File: src/rtl/alu_req_arbiter.sv
// Two-requester arbiter in front of a shared registered ALU: grants one op at a time and returns the result as a one-cycle pulse.
// Optional macro ALU_ARB_OPCHECK_EN: opcodes above MAX_OP are answered with rsp_err without using the ALU.
module alu_req_arbiter #(
    parameter int unsigned    WIDTH  = 8,
    parameter int unsigned    OPW    = 4,
    parameter logic [OPW-1:0] MAX_OP = OPW'(4'hA)
) (
    input  logic             clk_i,
    input  logic             rst_i,
    input  logic             req0_valid_i,
    output logic             req0_ready_o,
    input  logic [WIDTH-1:0] req0_a_i,
    input  logic [WIDTH-1:0] req0_b_i,
    input  logic [OPW-1:0]   req0_op_i,
    input  logic             req1_valid_i,
    output logic             req1_ready_o,
    input  logic [WIDTH-1:0] req1_a_i,
    input  logic [WIDTH-1:0] req1_b_i,
    input  logic [OPW-1:0]   req1_op_i,
    output logic             rsp0_valid_o,
    output logic             rsp1_valid_o,
    output logic [WIDTH-1:0] rsp_data_o,
    output logic             rsp_err_o,
    output logic [WIDTH-1:0] alu_a_o,
    output logic [WIDTH-1:0] alu_b_o,
    output logic [OPW-1:0]   alu_select_o,
    input  logic [WIDTH-1:0] alu_result_i,
    output logic             busy_o
);

`ifdef ALU_ARB_OPCHECK_EN
    localparam bit OPCHECK_EN = 1'b1;
`else
    localparam bit OPCHECK_EN = 1'b0;
`endif

    typedef enum logic [1:0] {
        IDLE    = 2'd0,
        ISSUE   = 2'd1,
        CAPTURE = 2'd2
    } state_t;

    state_t           state_q, state_d;
    logic [WIDTH-1:0] alu_a_q, alu_a_d;
    logic [WIDTH-1:0] alu_b_q, alu_b_d;
    logic [OPW-1:0]   alu_sel_q, alu_sel_d;
    logic [WIDTH-1:0] rsp_data_q, rsp_data_d;
    logic             rsp0_q, rsp0_d;
    logic             rsp1_q, rsp1_d;
    logic             rsp_err_q, rsp_err_d;
    logic             err_q, err_d;
    logic             grant_q, grant_d;
    logic             last_grant_q, last_grant_d;
    logic             busy_q, busy_d;

    logic             win0, win1;
    logic [WIDTH-1:0] sel_a, sel_b;
    logic [OPW-1:0]   sel_op;
    logic             op_bad;

    // Arbitration: a lone requester always wins; on a tie the one not granted last time wins.
    assign win1   = req1_valid_i && (!req0_valid_i || !last_grant_q);
    assign win0   = req0_valid_i && !win1;
    assign sel_a  = win1 ? req1_a_i  : req0_a_i;
    assign sel_b  = win1 ? req1_b_i  : req0_b_i;
    assign sel_op = win1 ? req1_op_i : req0_op_i;
    assign op_bad = OPCHECK_EN && (sel_op > MAX_OP);

    always_ff @(posedge clk_i) begin
        if (rst_i) begin
            state_q      <= IDLE;
            alu_a_q      <= '0;
            alu_b_q      <= '0;
            alu_sel_q    <= '0;
            rsp_data_q   <= '0;
            rsp0_q       <= 1'b0;
            rsp1_q       <= 1'b0;
            rsp_err_q    <= 1'b0;
            err_q        <= 1'b0;
            grant_q      <= 1'b0;
            last_grant_q <= 1'b1;
            busy_q       <= 1'b0;
        end else begin
            state_q      <= state_d;
            alu_a_q      <= alu_a_d;
            alu_b_q      <= alu_b_d;
            alu_sel_q    <= alu_sel_d;
            rsp_data_q   <= rsp_data_d;
            rsp0_q       <= rsp0_d;
            rsp1_q       <= rsp1_d;
            rsp_err_q    <= rsp_err_d;
            err_q        <= err_d;
            grant_q      <= grant_d;
            last_grant_q <= last_grant_d;
            busy_q       <= busy_d;
        end
    end

    always_comb begin
        state_d      = state_q;
        alu_a_d      = alu_a_q;
        alu_b_d      = alu_b_q;
        alu_sel_d    = alu_sel_q;
        rsp_data_d   = rsp_data_q;
        rsp0_d       = 1'b0;
        rsp1_d       = 1'b0;
        rsp_err_d    = rsp_err_q;
        err_d        = err_q;
        grant_d      = grant_q;
        last_grant_d = last_grant_q;
        req0_ready_o = 1'b0;
        req1_ready_o = 1'b0;

        unique case (state_q)
            IDLE: begin
                req0_ready_o = win0;
                req1_ready_o = win1;
                if (win0 || win1) begin
                    grant_d      = win1;
                    last_grant_d = win1;
                    err_d        = op_bad;
                    if (op_bad) begin
                        // Illegal op skips the ALU entirely; its inputs keep their old values.
                        state_d = CAPTURE;
                    end else begin
                        alu_a_d   = sel_a;
                        alu_b_d   = sel_b;
                        alu_sel_d = sel_op;
                        state_d   = ISSUE;
                    end
                end
            end
            ISSUE: begin
                state_d = CAPTURE;
            end
            CAPTURE: begin
                rsp_data_d = err_q ? '0 : alu_result_i;
                rsp_err_d  = err_q;
                rsp0_d     = !grant_q;
                rsp1_d     = grant_q;
                state_d    = IDLE;
            end
            default: begin
                state_d = IDLE;
            end
        endcase

        busy_d = (state_d != IDLE);
    end

    assign alu_a_o      = alu_a_q;
    assign alu_b_o      = alu_b_q;
    assign alu_select_o = alu_sel_q;
    assign rsp_data_o   = rsp_data_q;
    assign rsp0_valid_o = rsp0_q;
    assign rsp1_valid_o = rsp1_q;
    assign rsp_err_o    = rsp_err_q;
    assign busy_o       = busy_q;

endmodule
File: config.mk
export PLATFORM = sky130hd
export DESIGN_NAME = alu_req_arbiter
export DESIGN_NICKNAME = d
export VERILOG_FILES = /design/src/rtl/alu_req_arbiter.sv
export SDC_FILE = /design/constraint.sdc
export NUM_CORES = 1
export LEC_CHECK = 0
export CAP_MARGIN = 20
export CORE_ASPECT_RATIO = 0.6
export CORE_UTILIZATION = 30
export CTS_CLUSTER_SIZE = 25
export DETAILED_ROUTE_END_ITERATION = 8
export PLACE_DENSITY_LB_ADDON = 0.15
export SKIP_CTS_REPAIR_TIMING = 1
export SYNTH_ARGS = -nofsm -noshare
export SYNTH_HDL_FRONTEND = slang
export SYNTH_SLANG_ARGS = --single-unit
File: constraint.sdc
create_clock -name clk_i -period 1.11 [get_ports clk_i]
set_input_delay 0.222 -clock clk_i [delete_from_list [all_inputs] [get_ports clk_i]]
set_output_delay 0.222 -clock clk_i [all_outputs]
set_load 0.03 [all_outputs]
### Yosys cells after proc, flatten, opt, wreduce, memory -nomap -nowiden

Index checks and enable logic that the tools add are counted.

| word-level totals | value |
|---|---|
| bits in registers | 35 |
| input port bits | 52 |
| output and inout port bits | 34 |
| logic and storage cells | 32 |

| operators by class | value |
|---|---|
| equality and inequality tests | 2 |
| mux-type cells | 7 |
| bitwise operators | 1 |
| reduce and logical (&&, ||, !) cells | 12 |

Operators by type and width:

| kind | number |
|---|---|
| 2-to-1 mux 8 bit | 2 |
| logical NOT 1 bit | 4 |
| 2-to-1 mux 4 bit | 1 |
| one-hot mux 2 bit (2 select lines) | 1 |
| == test 2 x 1 -> 1 bit (second input constant) | 1 |
| == test 2 bit (second input constant) | 1 |
| logical AND 1 bit | 2 |
| logical NOT 2 bit | 1 |
| logical OR 1 bit | 2 |
| 2-to-1 mux 1 bit | 2 |
| 2-to-1 mux 2 bit | 1 |
| AND reduction 2 bit | 1 |
| nonzero test 2 bit | 1 |
| OR reduction 2 bit | 1 |
| NOT 1 bit | 1 |

### Logic depth before layout (Yosys ltp)

Gate-level depths: netlist (run 1).

| depth | value |
|---|---|
| word-level depth | 9 |
| mapped depth | 5 |

### Worst setup path before layout (run 1)

No wires, ideal clock.

| path | value |
|---|---|
| path type | register to register |
| from | reg last_grant_q |
| to | reg grant_q |
| library setup time | 0.060 ns |
| arrival time | 1.477 ns |
| required time | 1.050 ns |
| path slack | -0.426 ns |
| stages on the path, launching flop included | 4 |
| path buffers | 0 |
| cell sequence | dfxtp_1 > a21bo_2 > nor3_1 > o21ba_2 |

| between the ends | value |
|---|---|
| longest elaborated chain between the ends | 7 |

Ends and longest elaborated chain:

| item | line | RTL |
|---|---|---|
| start, declared | 53 | `logic last_grant_q, last_grant_d;` |
| start signal, assigned | 94 | `last_grant_q <= last_grant_d;` |
| logical NOT 1 bit (*) | 62 | `assign win1 = req1_valid_i && (!req0_valid_i \|\| !last_grant_q);` |
| logical OR 1 bit (*) | 62 |  |
| logical AND 1 bit (*) | 62 |  |
| logical NOT 1 bit | 63 | `assign win0 = req0_valid_i && !win1;` |
| logical AND 1 bit | 63 |  |
| logical OR 1 bit | 118 | `if (win0 \|\| win1) begin` |
| AND reduction 2 bit (no line) | n/a |  |
| end signal, assigned | 93 | `grant_q <= grant_d;` |
| end, declared | 52 | `logic grant_q, grant_d;` |

Mark *: on every way between the ends. The rest lies on a longest branch, timed or not.
A chain may end at the register's enable or synchronous reset.

### Worst setup path in the final report (run 1)

| path | value |
|---|---|
| from | reg last_grant_q |
| to | out req1_ready_o |

| between the ends | value |
|---|---|
| longest elaborated chain between the ends | 4 |

Ends and longest elaborated chain:

| item | line | RTL |
|---|---|---|
| logical NOT 1 bit | 62 |  |
| logical OR 1 bit | 62 |  |
| logical AND 1 bit | 62 |  |
| 2-to-1 mux 1 bit | 114 | `unique case (state_q)` |
| end, declared | 16 | `output logic req1_ready_o,` |

No other way between the ends.

==> results.ini, run 1 <==
[yosys]
synth_area_leader_cell=dfxtp_1
yosysTopAreaCellShare_pct=44.2
synth_most_common_cell=nand2_1
synth_edf_count=0
synth_warnings=0
synth_cell_types=24
synth-seq-cells=35
syn_area_per_cell_um2=8.91
synthTopCellsByArea=dfxtp_1 44%, a311oi_2 19%, nand2_1 14%, a21oi_1 8.8%, buf_2 1.9%
synth_common_cells=58 x nand2_1, 35 x dfxtp_1, 28 x a21oi_1
synth_ff_type=dfxtp_1
async_flop_share_pct=0
ys_seq_area_share_pct=44.2
syn-num-nets=230
synthCells=178
syn-cell-area_um2=1590

[timing]
hold_viol_final=0
setup_tns_ns=-1.62
finalCriticalPeriod_ns=1.43
hold_ws_ns=0.283
slew_viol_final=0
post-route-period-util_pct=129
setup_violations=22
rsz0062_at_grt=true
fin_worst_skew_ns=0.00905
fin_ws_ns=-0.319
fmax_ghz=0.700

[setup_path]
worst_path_dominant_cell_family=flip-flops
worst_setup_path_end_kind=output port
cp_num_cells=3
path_cells=a21bo_4 > nor3_4 > buf_6
slowest_stage=dfxtp_2
crit_arrival_ns=1.21
critPathMaxStageDelay_ns=0.35
worst-r2r-cell-count=5
crit_type=reg -> out
crit_required_ns=0.89
startpoint_type=flip-flop
r2r_end=alu_a_o[4]
r2r-start=last_grant_q
cp_max_fo=4
critPathBufInv=1
r2r_slack_ns=-0.10

[min_path]
hold_end=state_q[0]
holdPathStages=2
hp-class=in -> reg
hp-start=rst_i

[clocking]
htree_levels=2
cts_num_sinks=35
cts_root_buf=clkbuf_8
cts_tree=yes
clock_latency_ns=0.28
cts_buffer_depth=2
path_clk_slew_ns=0.07
numCtsBuffers=5

[global_routing]
grt_pass1_wl_um=7510
overflow=0
grt_pass1_vias=1605
grt_max_degree=21
grt_usage_pct=17.8
antenna_found_initial=0

[die]
fp-row-count=20
coreArea_um2=5080
die-area_um2=5590
start_util_pct=31.2
ios=86
dieWidth_um=95.8
die-height_um=58.3

[route]
ant_nets=0
wl_met2_um=2120
drt-met1-wl_um=2540
highest_layer=met4
wirelength_um=4910
met3WireLength_um=224
viasPerCell=4.78
first_pass_iters=4
vias=1614
drc=0
drt_iter0_markers=52
post_drt_wl_per_cell_um=14.5

[power]
power_mw=3.57
powerDensity_nw_per_um2=1300
ir_drop_uv=527
p_leak_nw=1.10

[place]
dp_slack_ns=-0.586
dp_hpwl_um=3410
place_area_um2=2510
gp_congestion=0.737
place_inst=324
placement.io_buffers=84

[cells_and_area]
instances_no_fill=338
utilization_pct=53.9
num_antenna_cells=0
fin_area_um2=2740
nNetsFinal=323
syn_to_final_growth_pct=72.7
drive_above_1_share_pct=35.3

[status]
status=finished, violations left
violations=negative setup slack

[flow_run]
maxCapViolCount=0

==> worst max-delay path by stage <==
stage / from / endpoint / slack (ns)
detailed placement: req0_valid_i / alu_a_o[4] / -0.59
floorplan: last_grant_q / alu_a_o[7] / -0.09
global route: last_grant_q / req1_ready_o / -0.36
global placement: req0_valid_i / alu_b_o[1] / -0.55
CTS: req0_valid_i / req1_ready_o / -0.50
finish: last_grant_q / req1_ready_o / -0.32
==> flip-flops by register name, indices dropped and copies added (netlist names) <==
register and count:
state_q 2, last_grant_q 1, busy_o 1, rsp0_valid_o 1, grant_q 1, rsp_data_o 8, rsp1_valid_o 1, alu_select_o 4
alu_a_o 8, alu_b_o 8
==> report_power, final <==
part	internal, mW	switching, mW
combinational	0.603	0.639
clock	0.440	0.440
sequential	1.37	0.0738
total	2.42	1.15
==> final cells by class <==
type                            count  area (µm²)
Clock buffer                        7        76.3
Clock inverter                      1        5.00
Fill cell                         470        2340
Multi-Input combinational cell    126         863
Sequential cell                    35         703
Tap cell                           66        82.6
Timing Repair Buffer              103        1010
==> cell families after synthesis <==
family,after synthesis,synth area share (%)
buf+inv,18,5.92
simple gates,70,18.3
compound gates,54,31.3
flops,35,44.2
other cells,1,0.237
==> routing by layer <==
metal / vias up / track usage, %
met2: 46 / 26.8
li1: 806 / -
met5: - / 0
met3: 2 / 3.88
met4: 0 / 5.54
met1: 760 / 25.5
==> worst reg2reg max path, cell delays in order (launching register included) <==
cell and delay (ns):
dfxtp_2 0.37, a21bo_4 0.15, buf_4 0.15, buf_12 0.13, nand2_1 0.07, a311oi_2 0.25
==> cell usage in the layout, fill, tap and decap left out, drive strengths merged, types with 3 or more instances in the layout <==
master	instances
dfxtp	35
clkdlybuf4s50	48
nor2	3
a311oi	20
nand2	58
clkbuf	8
a21oi	28
buf	52
No activity file was read; power rests on OpenSTA's default activity.
==> inputs of run 2 (changes only) <==
- GPL_TIMING_DRIVEN: unset -> 1
- MAX_ROUTING_LAYER: unset -> met4
==> results.ini, run 2 (synthesis gave the netlist of run 1 again) <==
[clocking]
clock_latency_ns=0.28  ; about the same
htree_levels=2  ; unchanged
numCtsBuffers=5  ; unchanged
cts_buffer_depth=2  ; unchanged
path_clk_slew_ns=0.07  ; about the same
cts_tree=yes
cts_root_buf=clkbuf_8
cts_num_sinks=35  ; unchanged

[route]
viasPerCell=4.77  ; -0.12%
ant_nets=0  ; unchanged
drt_iter0_markers=52  ; unchanged
drc=0  ; unchanged
vias=1612  ; -0.12%
wirelength_um=4910  ; -0.12%
first_pass_iters=4  ; unchanged
post_drt_wl_per_cell_um=14.5  ; -0.12%

[flow_run]
maxCapViolCount=0  ; unchanged

[setup_path]
crit_type=reg -> out
cp_max_fo=4  ; unchanged
slowest_stage=dfxtp_2
worst-r2r-cell-count=5  ; unchanged
critPathMaxStageDelay_ns=0.35  ; about the same
crit_required_ns=0.89  ; about the same
r2r-start=last_grant_q
crit_arrival_ns=1.21  ; about the same
r2r_slack_ns=-0.10  ; about the same
worst_setup_path_end_kind=output port
path_cells=a21bo_4 > nor3_4 > buf_6
r2r_end=alu_a_o[4]
startpoint_type=flip-flop

[timing]
post-route-period-util_pct=129  ; about the same
finalCriticalPeriod_ns=1.43  ; +0.0000570 ns
fmax_ghz=0.700  ; about the same
setup_tns_ns=-1.65  ; -0.0268 ns
rsz0062_at_grt=true
setup_violations=22  ; unchanged
fin_worst_skew_ns=0.00838  ; -0.000671 ns
fin_ws_ns=-0.319  ; -0.0000570 ns
slew_viol_final=0  ; unchanged
hold_viol_final=0  ; unchanged

[cells_and_area]
fin_area_um2=2740  ; unchanged
final_common_cell=nand2_1
drive_above_1_share_pct=35.3  ; unchanged
fillers=470  ; unchanged
num_antenna_cells=0  ; unchanged
nNetsFinal=323  ; unchanged
instances_no_fill=338  ; unchanged
final_cell_mix=57 x nand2_1, 48 x clkdlybuf4s50_1, 40 x buf_4, 33 x dfxtp_1, 23 x a21oi_1
syn_to_final_growth_pct=72.7  ; unchanged

[die]
dieWidth_um=95.8  ; unchanged
die-area_um2=5590  ; unchanged
ios=86  ; unchanged
start_util_pct=31.2  ; unchanged
fp-row-count=20  ; unchanged
coreArea_um2=5080  ; unchanged
die-height_um=58.3  ; unchanged

[min_path]
hp-class=in -> reg
holdPathStages=2  ; unchanged
hold_end=state_q[0]
hp-start=rst_i

[global_routing]
grt_usage_pct=18.4  ; +0.55 points
grt_pass1_wl_um=7510  ; about the same
grt_max_degree=21  ; unchanged
grt_pass1_vias=1606  ; +0.062%
antenna_found_initial=0  ; unchanged
overflow=0  ; unchanged

[power]
powerDensity_nw_per_um2=1300  ; about the same
ir_drop_uv=526  ; about the same
p_leak_nw=1.10  ; unchanged

[status]
status=finished, violations left
violations=negative setup slack

[place]
dp_slack_ns=-0.586  ; unchanged
gp_congestion=0.746  ; +1.2%
dp_hpwl_um=3410  ; unchanged
place_area_um2=2510  ; unchanged
placement.io_buffers=84  ; unchanged
place_inst=324  ; unchanged

[run 2: cell counts in the layout (fill, tap and decap cells not counted)]
Identical to the previous run, type by type.
[run 2: stage by stage]
stage	power [mW]	hold slack (ns)	util (%)
2_1_floorplan	2.11	0.358	-
3_3_place_gp	2.59	0.441	49.5
3_5_place_dp	2.60	0.441	49.5
4_1_cts	3.48	0.280	51.1
5_1_grt	3.76	0.282	53.9
6_report	3.57	0.282	53.9
[run 2: worst max-delay path by stage]
stage / start / end / slack (ns) / depth (start not counted)
CTS: req0_valid_i / req1_ready_o / -0.50 / 4
floorplan: last_grant_q / alu_a_o[7] / -0.09 / 4
detailed placement: req0_valid_i / alu_a_o[4] / -0.59 / 4
global route: last_grant_q / req1_ready_o / -0.36 / 3
finish: last_grant_q / req1_ready_o / -0.32 / 3
global placement: req0_valid_i / alu_b_o[1] / -0.55 / 4
[run 2: final cells by class]
class	instances	area, µm²	area share (%)
timing repair buffer	103	1010	36.8
multi-input combinational	126	863	31.5
sequential	35	703	25.7
tap	66	82.6	3.02
clock buffer	7	76.3	2.79
clock inverter	1	5.00	0.183
[run 2: metal layers]
layer / GRT usage [%] / vias to the layer above / share of wire (%)
li1: - / 807 / -
met1: 25.6 / 759 / 52
met2: 26.8 / 44 / 43
met3: 3.62 / 2 / 4.2
met4: 5.54 / 0 / 0.39
met5: - / - / 0
[run 2: critical path: cells and delay by family, from the launching register on]
| family | cells | cell delay [ns] |
|---|---|---|
| AO/OA/AOI/OAI | 1 | 0.22 |
| flip-flops | 1 | 0.35 |
| AND/OR/NAND/NOR | 1 | 0.20 |
| buffers and inverters | 1 | 0.15 |
[run 2: power by group]
group	switching (mW)	internal, mW
combinational	0.639	0.603
sequential	0.0742	1.37
clock	0.439	0.440
